--- src/rtl/mul_arb2.sv ---
// Two-requester shared 32x32 signed low-word multiplier with a two-stage pipeline.
// Build option MUL_ARB_FIXED_PRIO_EN: strict priority to requester 0 instead of round-robin.
module mul_arb2 #(
    parameter int unsigned TAG_W = 4
) (
    input  logic             clk,
    input  logic             rst,

    input  logic             req0_valid,
    output logic             req0_ready,
    input  logic [31:0]      req0_a,
    input  logic [31:0]      req0_b,
    input  logic [TAG_W-1:0] req0_tag,

    input  logic             req1_valid,
    output logic             req1_ready,
    input  logic [31:0]      req1_a,
    input  logic [31:0]      req1_b,
    input  logic [TAG_W-1:0] req1_tag,

    output logic             rsp_valid,
    input  logic             rsp_ready,
    output logic             rsp_id,
    output logic [TAG_W-1:0] rsp_tag,
    output logic [31:0]      rsp_product,

    output logic             busy,
    output logic [15:0]      op_count
);

    localparam int unsigned DW = 32;
    localparam int unsigned CW = 16;

    logic                   s1_v;
    logic [DW-1:0]          s1_a;
    logic [DW-1:0]          s1_b;
    logic [TAG_W-1:0]       s1_tag;
    logic                   s1_id;
    logic                   s2_v;

    logic                   s1_take;
    logic                   s2_take;
    logic                   grant0;
    logic                   grant1;
    logic                   xfer0;
    logic                   xfer1;
    logic                   s1_v_d;
    logic                   s2_v_d;
    logic signed [DW-1:0]   mul_c;

    assign rsp_valid = s2_v;

    // Shared multiplier: low word of a signed product equals the wrapped 32-bit product.
    assign mul_c = $signed(s1_a) * $signed(s1_b);

`ifdef MUL_ARB_FIXED_PRIO_EN
    assign grant0 = 1'b1;
    assign grant1 = !req0_valid;
`else
    logic last_grant;

    // Each grant looks only at the other requester's valid, so ready never loops back on its own valid.
    assign grant0 = !req1_valid || last_grant;
    assign grant1 = !req0_valid || !last_grant;

    always_ff @(posedge clk or posedge rst) begin
        if (rst) begin
            last_grant <= 1'b1;
        end else if (xfer0) begin
            last_grant <= 1'b0;
        end else if (xfer1) begin
            last_grant <= 1'b1;
        end
    end
`endif

    // Pipeline flow control and handshakes.
    always_comb begin
        s2_take    = !s2_v || rsp_ready;
        s1_take    = !s1_v || s2_take;
        req0_ready = !rst && s1_take && grant0;
        req1_ready = !rst && s1_take && grant1;
        xfer0      = req0_valid && req0_ready;
        xfer1      = req1_valid && req1_ready;
        s1_v_d     = s1_take ? (xfer0 || xfer1) : s1_v;
        s2_v_d     = s2_take ? s1_v : s2_v;
    end

    always_ff @(posedge clk or posedge rst) begin
        if (rst) begin
            s1_v        <= 1'b0;
            s1_a        <= '0;
            s1_b        <= '0;
            s1_tag      <= '0;
            s1_id       <= 1'b0;
            s2_v        <= 1'b0;
            rsp_id      <= 1'b0;
            rsp_tag     <= '0;
            rsp_product <= '0;
            busy        <= 1'b0;
            op_count    <= '0;
        end else begin
            s1_v <= s1_v_d;
            s2_v <= s2_v_d;
            busy <= s1_v_d || s2_v_d;

            if (xfer0) begin
                s1_a   <= req0_a;
                s1_b   <= req0_b;
                s1_tag <= req0_tag;
                s1_id  <= 1'b0;
            end else if (xfer1) begin
                s1_a   <= req1_a;
                s1_b   <= req1_b;
                s1_tag <= req1_tag;
                s1_id  <= 1'b1;
            end

            if (s2_take && s1_v) begin
                rsp_product <= DW'(mul_c);
                rsp_tag     <= s1_tag;
                rsp_id      <= s1_id;
            end

            if (s2_v && rsp_ready) begin
                op_count <= op_count + CW'(1);
            end
        end
    end

endmodule

--- config.mk ---
export PLATFORM = sky130hd
export DESIGN_NAME = mul_arb2
export DESIGN_NICKNAME = d
export VERILOG_FILES = /design/src/rtl/mul_arb2.sv
export SDC_FILE = /design/constraint.sdc
export NUM_CORES = 2
export LEC_CHECK = 0
export ABC_CLOCK_PERIOD_IN_PS = 7900
export CAP_MARGIN = 5
export CORE_UTILIZATION = 60
export CTS_CLUSTER_SIZE = 40
export DETAILED_ROUTE_END_ITERATION = 10
export DONT_BUFFER_PORTS = 1
export GPL_ROUTABILITY_DRIVEN = 0
export PLACE_DENSITY_LB_ADDON = 0.25
export SYNTH_ARGS = -nofsm -noshare
export SYNTH_HDL_FRONTEND = slang
export SYNTH_SLANG_ARGS = --single-unit
export TNS_END_PERCENT = 1
--- constraint.sdc ---
create_clock -name clk -period 7.9 [get_ports clk]
set_input_delay 1.58 -clock clk [delete_from_list [all_inputs] [get_ports clk]]
set_output_delay 1.58 -clock clk [all_outputs]
set_load 0.005 [all_outputs]
==> impl_metrics.toml <==
[global_routing]
grt_use_total_pct = 30.9
grt_pass1_wl_mm = 85.6
antenna_found_initial = 0
grt_max_degree = 117
grt_pass1_vias = 16200
gr-total-overflow = 0

[min_path]
hold_depth = 2
min_to = "last_grant"
min_path_type = "reg -> reg"
min_from = "last_grant"

[setup_path]
rr_endpoint = "rsp_product[30]"
r2r-start = "s1_b[7]"
slowest_stage = "dfrtp_1"
cp_cell_sequence = "and2_1 -> fa_1 -> fa_1 -> fa_1 -> inv_1 -> fa_1 -> inv_1 -> fa_1 -> inv_1 -> fa_1 -> inv_1 -> fa_1 -> fa_1 -> ha_1 -> o21ai_1 -> or2b_1 -> a311o_1 -> a221oi_2 -> o311ai_1 -> a21oi_1 -> xor2_1 -> o21ai_1"
cp.depth = 22
critPathTopFamily = "adder cells"
cpMostUsedCell = "fa_1"
arrival_ns = 7.74
cp-start-kind = "flop"
rrSetupSlack_ns = 0.49
crit_buf_inv = 4
path_max_fanout = 26
max_stage_delay_ns = 0.85
critPathKind = "reg -> reg"
required_ns = 8.23
ff2ff_path_depth = 22
end_kind = "flop"
critPathLaunch = "s1_b[7]"

[finish]
final_cells = 2697
diodes = 0
final.fill_count = 2931
layout-area-overhead-vs-synth_pct = 4.34
nets = 2923
drive_gt1_share_pct = 4.38
final_core_util_pct = 63.6

[logic_synthesis]
async_reset_ff_share_pct = 100
synthCells = 2289
synth_flop_cell = "dfrtp_1"
ys_ff_latch = 126
yosys.area.top_type = "fa_1"
synthesis.nets = 2989
synthTopCellsByArea = "fa_1 38%, dfrtp_1 14%, and2_1 11%, ha_1 8.7%, inv_1 7.6%"
netlist.area_leader.share_pct = 37.6
yosysSeqAreaShare_pct = 14.5
syn-cell-area_sq_mm = 0.0217
yosysWarnings = 0
synth.avg_cell_area_sq_um = 9.48
synth_edf_count = 0
ys_types = 56

[clock_tree]
clock-sinks = 126
post_cts_buffers = 0
cts_resized = 0
clock_latency_ns = 0.47
cts_tree = "built"
ctsHoldBuffers = 0
cts_root_buffer = "clkbuf_16"
path_clk_slew_ns = 0.08
cts_max_path_buffers = 2
cts_max_level = 4
cts_buffers = 17

[timing]
fmax_ghz = 0.135
setup_viol = 0
drv_slew = 0
fin_crit_ns = 7.41
fin_setup_tns_ns = 0
relSlewSlack_pct = 22.9
finClkSkew_ns = 0.0246
post-route-period-util_pct = 93.7
rsz0062_at_grt = "false"
finalHoldViolCount = 0
worst_pin_slew_ns = 1.16

[routing]
viasPerCell = 5.55
antenna_left = 0
first_pass_iters = 5
vias = 15000
drt_iter0_drc = 898
routed_wl_mm = 53.1
drc_errors = 0
wire_per_inst_microns = 19.7

[die]
row_count = 69
io-pin-count = 198
start_util_pct = 61.0
die_h_microns = 192
coreArea_sq_mm = 0.0356
die_w_microns = 192
dieArea_sq_mm = 0.0369

[place]
place_inst = 2665
numPortBuffers = 0
hpwl_mm = 43.1

[outcome]
outcome = "complete, no violations"

[job]
cap_violations = 0
-- cell usage after synthesis, drive strengths merged, types with 4 or more instances --
master  number
xnor2       73
fa         408
nand2      202
o211ai       4
and3         7
xor2        27
mux2i       68
clkbuf     108
a221oi       4
o31ai        4
a21o         5
nor3         4
buf         11
nor2        87
and2       376
ha         151
a21oi       89
mux2        11
dfrtp      125
inv        437
nand3       13
o21ai       39
-- cell type report --
type	instances	area (sq um)	area share, %
clock inverters	15	150	0.663
inverters	437	1640	7.26
repair buffers	34	255	1.13
flip-flops and latches	126	3150	13.9
well taps	461	577	2.55
clock buffers	17	425	1.88
multi-input cells	1607	16400	72.6
-- per-layer routing --
metal	share of wire [%]	track usage, %
met4	2.8	10.1
met3	6.9	6.01
met5	0	0
met1	42	40.8
met2	48	51.1
-- registers in the layout, summed over array words and instances, names as in the netlist --
name and flops:
busy 1, last_grant 1, op_count 16, rsp_id 1, rsp_product 32, rsp_tag 4
rsp_valid 1, s1_a 32, s1_b 32, s1_id 1, s1_tag 4, s1_v 1
-- worst max-delay path by stage --
stage                      endpoint  slack (ns)
floorplan           rsp_product[30]        1.03
global placement    rsp_product[30]        0.71
detailed placement  rsp_product[30]        0.53
CTS                 rsp_product[30]        0.54
global route        rsp_product[30]        0.17
finish              rsp_product[30]        0.49
-- metrics by stage --
stage	hold WS [ns]	worst slack (ns)	area (sq um)
final	0.481	0.494	22600
after global routing	0.511	0.172	22600
after CTS	0.484	0.537	22600
after detailed placement	0.467	0.531	22100
after global placement	0.460	0.707	22100
after floorplan	0.443	1.03	21700
-- cells in the final DEF, fill, tap and decap left out, drive strengths merged, types with 17 or more instances in the layout --
master / netlist / routed
a21oi: 89 / 89
and2: 376 / 376
buf: 11 / 34
clkbuf: 108 / 17
dfrtp: 125 / 125
fa: 408 / 408
ha: 151 / 151
inv: 437 / 446
mux2i: 68 / 68
nand2: 202 / 202
nor2: 87 / 87
o21ai: 39 / 39
xnor2: 73 / 73
xor2: 27 / 27
-- kinds of logic after synthesis --
family / share of synthesized area (%)
muxes: 3.71
xor gates and xnor gates: 4.14
AOI/OAI and AO/OA: 4.45
adders and majority gates: 46.4
buffers and inverters: 9.80
and+or+nand+nor: 17.0
DFF: 14.5
-- worst reg2reg max path, cell delays in order (launching register included) --
cell	delay (ns)
dfrtp_1	0.85
and2_1	0.26
fa_1	0.44
fa_1	0.49
fa_1	0.51
inv_1	0.05
fa_1	0.48
inv_1	0.05
fa_1	0.50
inv_1	0.06
fa_1	0.53
inv_1	0.05
fa_1	0.50
fa_1	0.43
ha_1	0.37
o21ai_1	0.16
or2b_1	0.26
a311o_1	0.30
a221oi_2	0.41
o311ai_1	0.16
a21oi_1	0.18
xor2_1	0.15
o21ai_1	0.07
Power is not shown: default switching activity piles up to over one toggle a cycle in this logic, so the estimate is an artifact.
